--- config.mk ---
export PLATFORM = sky130hd
export DESIGN_NAME = g2_sched_ctrl
export DESIGN_NICKNAME = d
export VERILOG_FILES = /design/src/rtl/g2_sched_ctrl.sv
export SDC_FILE = /design/constraint.sdc
export NUM_CORES = 1
export LEC_CHECK = 0
export CORE_UTILIZATION = 49
export CTS_CLUSTER_SIZE = 20
export DETAILED_ROUTE_END_ITERATION = 8
export PLACE_DENSITY = 0.76
export SLEW_MARGIN = 20
export SYNTH_ARGS = -nofsm -noshare
export SYNTH_HDL_FRONTEND = slang
export SYNTH_SLANG_ARGS = --single-unit
--- constraint.sdc ---
create_clock -name clk -period 2.2 [get_ports clk]
set_clock_uncertainty 0.05 [all_clocks]
set_input_delay 0.44 -clock clk [delete_from_list [all_inputs] [get_ports clk]]
set_output_delay 0.44 -clock clk [all_outputs]
set_load 0.02 [all_outputs]
--- src/rtl/g2_sched_ctrl.sv ---
// g2_sched_ctrl: sequences one g2 accumulation run (a1/a2 pacing, event count, histogram readout)
// Ports:
//   clk, RST (async active-low)    clock and reset
//   start, frames                  run request and number of a1 events in the run
//   a1V, a2V, unitFV               buffer/window valid and processing-unit result valid
//   next                           one-cycle advance strobe to the a1/a2 buffers
//   g2Rst                          histogram readout control; a falling edge starts readout
//   g2V, g2R                       histogram word handshake, observed only
//   busy, done, evCnt              run status, completion pulse, events completed
module g2_sched_ctrl #(
    parameter int cycleBit = 1,
    parameter int addrBit  = 9,
    parameter int frameBit = 15
) (
    input  logic              clk,
    input  logic              RST,
    input  logic              start,
    input  logic [frameBit:0] frames,
    input  logic              a1V,
    input  logic              a2V,
    input  logic              unitFV,
    output logic              next,
    output logic              g2Rst,
    input  logic              g2V,
    input  logic              g2R,
    output logic              busy,
    output logic              done,
    output logic [frameBit:0] evCnt
);
    typedef enum logic [2:0] {IDLE, WAIT_DATA, ISSUE, WAIT_FV, FLUSH, READOUT, DONE} state_t;
    // last word index before the terminal count; wCnt keeps one extra bit so it never wraps
    localparam logic [addrBit+1:0] W_LAST = {1'b0, {(addrBit+1){1'b1}}};
    state_t              state;
    logic [cycleBit:0]   cyc;
    logic [addrBit+1:0]  wCnt;
    logic [frameBit:0]   frmReg;
    logic [frameBit:0]   ev_nxt;
    logic                fl;
    assign ev_nxt = evCnt + 1'b1;
    always_ff @(posedge clk or negedge RST) begin
        if (!RST) begin
            state  <= IDLE;
            next   <= 1'b0;
            g2Rst  <= 1'b1;
            busy   <= 1'b0;
            done   <= 1'b0;
            evCnt  <= '0;
            cyc    <= '0;
            wCnt   <= '0;
            frmReg <= '0;
            fl     <= 1'b0;
        end else begin
            case (state)
                IDLE: if (start) begin
                    frmReg <= frames;
                    evCnt  <= '0;
                    cyc    <= '0;
                    busy   <= 1'b1;
                    if (frames == '0) begin
                        state <= FLUSH;
                        g2Rst <= 1'b0;
                        fl    <= 1'b0;
                    end else begin
                        state <= WAIT_DATA;
                    end
                end
                WAIT_DATA: if (a1V && a2V && cyc == '0) begin
                    state <= ISSUE;
                    next  <= 1'b1;
                end
                ISSUE: begin
                    next  <= 1'b0;
                    cyc   <= cyc + 1'b1;
                    state <= WAIT_FV;
                end
                // a wrapped cycle counter marks the end of an event; otherwise the event continues unchecked
                WAIT_FV: if (unitFV) begin
                    if (cyc != '0) begin
                        state <= ISSUE;
                        next  <= 1'b1;
                    end else begin
                        evCnt <= ev_nxt;
                        if (ev_nxt == frmReg) begin
                            state <= FLUSH;
                            g2Rst <= 1'b0;
                            fl    <= 1'b0;
                        end else begin
                            state <= WAIT_DATA;
                        end
                    end
                end
                // g2Rst stays low for two cycles: fl marks the second one
                FLUSH: begin
                    fl <= 1'b1;
                    if (fl) begin
                        g2Rst <= 1'b1;
                        wCnt  <= '0;
                        state <= READOUT;
                    end
                end
                READOUT: if (g2V && g2R) begin
                    wCnt <= wCnt + 1'b1;
                    if (wCnt == W_LAST) begin
                        state <= DONE;
                        done  <= 1'b1;
                    end
                end
                DONE: begin
                    done  <= 1'b0;
                    busy  <= 1'b0;
                    state <= IDLE;
                end
                default: state <= IDLE;
            endcase
        end
    end
endmodule

==> run metrics, run 1 <==
final hold vios=0; first-pass GRT wire length=13300 um; max_slew headroom=0.548; reg-to-reg startpoint=evCnt[5]; maximum fanout along the worst path=9; final non-filler cell area=4100 um^2; met2 Usage GRT=0.396; vias in the first global route=approximately 2.9k; post-synthesis register bit count=53; Cell Pwr Density=883 nW/um^2; warnings from Yosys=0; Crit Path Class=reg -> reg; DR vias/cell=about 6; fin crit period=2.20 ns; GRT Util Overall=0.260; IO Port Bufs=43; Leak Pwr=1.81 nW; clk slew on worst S/H paths=approximately 0.1 ns; Core ar.=5990 um^2; setup slack after layout=0.00184 ns; clock sink count=53; Worst R2R End=fl; Final period util=0.999; Die W=81.4 um; Synth cell types=53; met3 usage=0.0461; Crit. End Element=register; CP startpoint=evCnt[5]; GRT Residual Overflow=0; Arr. time, crit path=2.35 ns; num ports=44; fill cell count=466; CTS Root Cell=clkbuf_8; nets=475; TritonCTS clock tree=built; EDFF count, synth=0; min-delay worst type=in -> async; Syn Area/Cell=about 8.4 um^2; maximum VDD drop=0.000506 V; power consumption=approximately 3.6 mW; die height=81.4 um; cells after synthesis=~370; routed len/inst=~16 um; placed inst area=~3800 um^2; status=finished clean; Synth Flop Type=dfrtp_1; GR peak layer=met2; FP Rows=28; Fin Setup TNS=0 ns; worst skew pair latency=0.32 ns; slew at the pin closest to its max-slew limit=0.678 ns; # DRC=0; ANT nets after route=0; Synth Cell Area=3090 um^2; fin util=0.685; Initial DRC Count=279; Place WS=-0.132 ns; max-slew violations=0; Final GP Congestion=0.890; largest net degree at the start of global routing=54; Req. time, crit path=2.36 ns; syn nets=~400; Async SR Flop Fraction=1.00; CTS max path bufs=2; final hold slack=0.174 ns; Vias=3122; r2r worst-path depth=7; Non-Filler Instances=about 520; Critical Path Sink=fl; DP Wirelength=between 5000 and 6000 um; crit path launch type=register; # setup viols final=0; FF-to-FF setup slack=0.002 ns; number of placed cells counting well taps=around 500; initial antenna violation count=0; # diodes=0; Hold-fix buffers, CTS=0; Seq/Total Area, Yosys=0.430; Starting Density=0.516; met1 Usage GRT=0.375; H-tree Lvls=2; First-pass DRT Iterations=5; WL final=8320 um; layout cells sized above 1=0.183; Synth-to-Final Area Change=32.8%; Max Freq=455 MHz; die area=6630 um^2; Max Cap Viol=0; CTS buffer count=5
## cell type report
type / instances / area, um^2 / area share
multi-input combinational: 291 / 1770 / 0.432
sequential: 53 / 1340 / 0.325
timing repair buffer: 89 / 783 / 0.191
tap: 75 / 93.8 / 0.0229
clock buffer: 6 / 72.6 / 0.0177
inverter: 8 / 30.0 / 0.00732
clock inverter: 2 / 13.8 / 0.00335
## per-layer routing
metal,part of all wire,wire (um)
met4,0.014,119
met1,0.46,3850
met2,0.47,3880
met3,0.057,475
met5,0,0
## worst min-delay path by stage
stage,start,end,slack [ns],cells after the start
finish,RST,evCnt[13],0.17,2
global route,RST,evCnt[14],0.25,2
CTS,RST,evCnt[14],0.21,2
detailed placement,cyc[0],cyc[0],0.44,1
floorplan,RST,busy,0.09,0
global placement,cyc[1],cyc[1],0.43,1
## registers in the layout (all words and copies together), names as in the netlist
register and cells:
done 1, evCnt 16, wCnt 11, fl 1, frmReg 16, g2Rst 1
cyc 2, state 3, next 1, busy 1
## layout by cell type, fill, tap and decap left out, types with 2 or more instances in the layout
master and instances:
nand3_1 10, o21ai_0 38, inv_1 8, nor4_4 4, nor3_1 9, nor2b_1 3, a21oi_1 19, nand2_1 76
nor4_1 4, and4_1 2, nor3_2 3, o22ai_1 3, nand4_1 8, o41ai_1 2, clkbuf_8 5, dfrtp_2 6
nor2_1 23, and2_1 2, xor2_1 9, ha_1 2, o21ai_1 2, a31oi_1 3, nand3_2 2, xnor2_1 13
buf_4 45, nand2b_1 6, o31ai_1 9, and3_1 6, nand4_4 2, or3_1 3, o21a_1 3, clkdlybuf4s50_1 42
dfrtp_1 46
## synth_stat cells (2+ instances only)
cell type / instances / share of area
nand2_1: 76 / 0.092
dfrtp_1: 52 / 0.42
o21ai_0: 39 / 0.063
nor2_1: 24 / 0.029
a21oi_1: 20 / 0.032
xnor2_1: 13 / 0.037
nand3_1: 12 / 0.019
nor3_1: 12 / 0.019
clkbuf_1: 11 / 0.013
o31ai_1: 9 / 0.022
xor2_1: 9 / 0.026
inv_1: 8 / 0.0097
nand4_1: 8 / 0.016
nor4_1: 7 / 0.014
and3_1: 6 / 0.012
nand2b_1: 6 / 0.012
buf_2: 4 / 0.0065
a31oi_1: 3 / 0.0061
ha_1: 3 / 0.012
nor2b_1: 3 / 0.0061
o21a_1: 3 / 0.0073
o22ai_1: 3 / 0.0061
or3_1: 3 / 0.0061
a2111oi_0: 2 / 0.0057
and2_1: 2 / 0.0040
and4_1: 2 / 0.0057
o41ai_1: 2 / 0.0057
## power breakdown
group / total [mW] / internal, mW / switching (mW) / leakage (nW)
combinational: 1.63 / 0.719 / 0.915 / 1.09
clock: 0.566 / 0.228 / 0.338 / 0.0456
sequential: 1.42 / 1.19 / 0.233 / 0.675
total: 3.62 / 2.14 / 1.49 / 1.81
## cell families (layout without fill, tap and decap cells)
family | after synthesis | count (layout) | share of synthesized area
flip-flops | 53 | 53 | 0.430
adder cells (fa/ha/maj) | 3 | 3 | 0.0122
multiplexers | 1 | 1 | 0.00324
AND/OR/NAND/NOR | 172 | 172 | 0.280
buffers and inverters | 24 | 105 | 0.0308
XOR/XNOR | 22 | 22 | 0.0624
AO/OA/AOI/OAI | 93 | 93 | 0.182
## worst max-delay path, cell delays in order (launching register included)
cell and delay (ns):
dfrtp_2 0.49, nand3_1 0.31, nor4_4 0.35, xnor2_1 0.20
o211ai_1 0.19, nor4_4 0.24, buf_4 0.18, o21ai_1 0.07
## timing repair
action | CTS | global route
resized for setup | 6 | 15
pin swaps | 3 | 12
endpoints found under the setup margin | 4 | 20
setup buffers | 3 | 12
No activity file was read; power rests on OpenSTA's default activity.
==> run 2: changes to the inputs <==
--- a/config.mk
+++ b/config.mk
@@ -5,6 +5,7 @@
 export SDC_FILE = /design/constraint.sdc
 export NUM_CORES = 1
 export LEC_CHECK = 0
+export CAP_MARGIN = 10
 export CORE_UTILIZATION = 49
 export CTS_CLUSTER_SIZE = 20
 export DETAILED_ROUTE_END_ITERATION = 8
==> results of run 2 <==
Final layout, timing and power as in run 1 (identical DEF).
==> run 3: changes to the inputs <==
--- a/config.mk
+++ b/config.mk
@@ -6,10 +6,11 @@
 export NUM_CORES = 1
 export LEC_CHECK = 0
 export CAP_MARGIN = 10
-export CORE_UTILIZATION = 49
+export CORE_UTILIZATION = 50
+export CTS_BUF_LIST = sky130_fd_sc_hd__clkbuf_8
 export CTS_CLUSTER_SIZE = 20
 export DETAILED_ROUTE_END_ITERATION = 8
-export PLACE_DENSITY = 0.76
+export PLACE_DENSITY = 0.77
 export SLEW_MARGIN = 20
 export SYNTH_ARGS = -nofsm -noshare
 export SYNTH_HDL_FRONTEND = slang
==> run 3 against run 2 <==
  * Wire length down 8.9%
  * Final cell count decreased by 0.76%
  * Setup slack better by 0.043 ns
  * Register-to-register slack better by 0.04 ns
  * Via count down 2.9%
  * Cell area down 1.8%
  * Utilization down 0.84 points
  * Sequential share of layout area rose by 0.60 points
  * Clock-buffer cell count decreased by 1
  * Die area fell by 2.0%
  * Global-route usage shrank 0.53 points
  * Critical path type unchanged
==> run metrics, run 3 (synthesized netlist as in run 1, its figures left out) <==
max_slew headroom=0.586; nets=471; Top Registers=evCnt (16), frmReg (16), wCnt (11); slew at the pin closest to its max-slew limit=0.621 ns; CTS Root Cell=clkbuf_8; # diodes=0; CP max stage cell=dfrtp_2; initial antenna violation count=0; Core ar.=5960 um^2; layout cells sized above 1=0.169; Starting Density=0.519; die height=80.6 um; crit path launch type=register; Cell Pwr Density=between 800 and 900 nW/um^2; final hold vios=0; GRT Residual Overflow=0; placed inst area=3830 um^2; most frequent cells in the layout=nand2_1, dfrtp_1, clkdlybuf4s50_1, buf_4, o21ai_0; vias in the first global route=2755; Initial DRC Count=291; r2r worst-path depth=6; clock power share=0.149; Leak Pwr=1.75 nW; die area=roughly 6500 um^2; CTS max path bufs=2; slowest stage delay, CP=0.45 ns; Final period util=0.980; fin util=0.676; cell-internal power=between 2 and 2.5 mW; fin crit period=2.16 ns; ANT nets after route=0; GRT Util Overall=0.255; First-pass DRT Iterations=5; RSZ-0062 raised after global routing=yes; reg-to-reg startpoint=evCnt[4]; maximum fanout along the worst path=7; worst skew pair latency=0.30 ns; clk slew on worst S/H paths=0.09 ns; Synth-to-Final Area Change=30.4%; H-tree Lvls=2; IO Port Bufs=43; fill cell count=479; Crit Path Class=reg -> reg; DR vias/cell=5.83; FF-to-FF setup slack=0.04 ns; min-delay worst type=in -> async; final non-filler cell area=4030 um^2; Final GP Congestion=roughly 0.87; CTS buffer count=5; clock sink count=53; first-pass GRT wire length=roughly 13000 um; FP Rows=28; Req. time, crit path=between 2 and 2.5 ns; Crit. End Element=register; cell chain of the critical path=buf_4 -> nand4_4 -> or3_1 -> a221o_1 -> nor4_4 -> o2bb2ai_1; largest net degree at the start of global routing=37; Max Freq=464 MHz; routed len/inst=approximately 15 um; P_sw=1.39 mW; Worst R2R End=state[2]; DP Wirelength=5620 um; # setup viols final=0; max-slew violations=0; Max Cap Viol=0; TritonCTS clock tree=built; commonest non-fill, non-tap cell in the layout=nand2_1; Arr. time, crit path=~2.3 ns; num ports=44; Vias=3033; switching portion of total power=0.396; Gate power share=0.447; # DRC=0; WL final=7580 um; maximum VDD drop=0.000486 V; Die W=between 80 and 90 um; sequential share of power=0.404; status=finished clean
## run 3: cell types whose count changed in the layout (fill, tap and decap cells not counted), sizes merged
cell,delta
buf,-4
clkbuf,-1
inv,+1
## run 3: layout make-up
| class | count | area, um^2 | area share |
|---|---|---|---|
| multi-input combinational | 291 | 1740 | 0.431 |
| clock buffer | 5 | 68.8 | 0.0171 |
| clock inverter | 3 | 12.5 | 0.00311 |
| tap | 75 | 93.8 | 0.0233 |
| sequential | 53 | 1340 | 0.331 |
| inverter | 8 | 30.0 | 0.00745 |
| timing repair buffer | 85 | 753 | 0.187 |
## run 3: per-stage QoR
step / instances / power (mW) / hold slack (ns) / worst slack [ns] / setup TNS, ns
floorplan: 368 / 2.37 / 0.0944 / 0.0255 / 0
global placement: 504 / 2.84 / 0.358 / -0.167 / -2.08
detailed placement: 504 / 2.89 / 0.362 / -0.216 / -2.52
CTS: 513 / 3.41 / 0.0440 / 0.00879 / 0
global route: 520 / 3.78 / 0.0476 / -0.0380 / -0.122
finish: 520 / 3.51 / 0.0202 / 0.0444 / 0
## run 3: worst max-delay path by stage
stage,start,end,slack (ns),cells after the start
after floorplan,evCnt[0],state[0],0.03,7
after global placement,start,evCnt[13],-0.17,5
after detailed placement,start,evCnt[12],-0.22,5
after CTS,evCnt[1],state[0],0.009,7
after global routing,evCnt[0],state[2],-0.04,7
final,evCnt[4],state[2],0.04,6
## run 3: what timing repair did
action	CTS	global route
pin swaps	1	9
endpoints found under the hold margin	0	0
endpoints found under the setup margin	4	5
buffers inserted	1	7
cloned	0	0
hold buffers	0	0
gates resized for setup	5	11
## run 3: metal layers
metal  track usage  routed length (um)  share of wire  vias to the layer above
li1              -                   -              -                     1467
met1         0.377                3560           0.47                     1416
met2         0.383                3420           0.45                      136
met3        0.0420                 485          0.064                       14
met4        0.0679                 123          0.016                        0
met5             0                   0              0                        -
## run 3: critical path: cells and delay by family, from the launching register on
family	cells	cell delay, ns
and+or+nand+nor	3	0.91
AOI/OAI and AO/OA	2	0.52
DFF	1	0.45
buffers and inverters	1	0.14
## run 3: power groups by stage
stage	combinational (mW)	clock [mW]	sequential, mW
global route	1.75	0.585	1.45
CTS	1.46	0.527	1.42
global placement	1.41	0	1.43
detailed placement	1.44	0	1.45
finish	1.57	0.522	1.42
floorplan	0.975	0	1.40
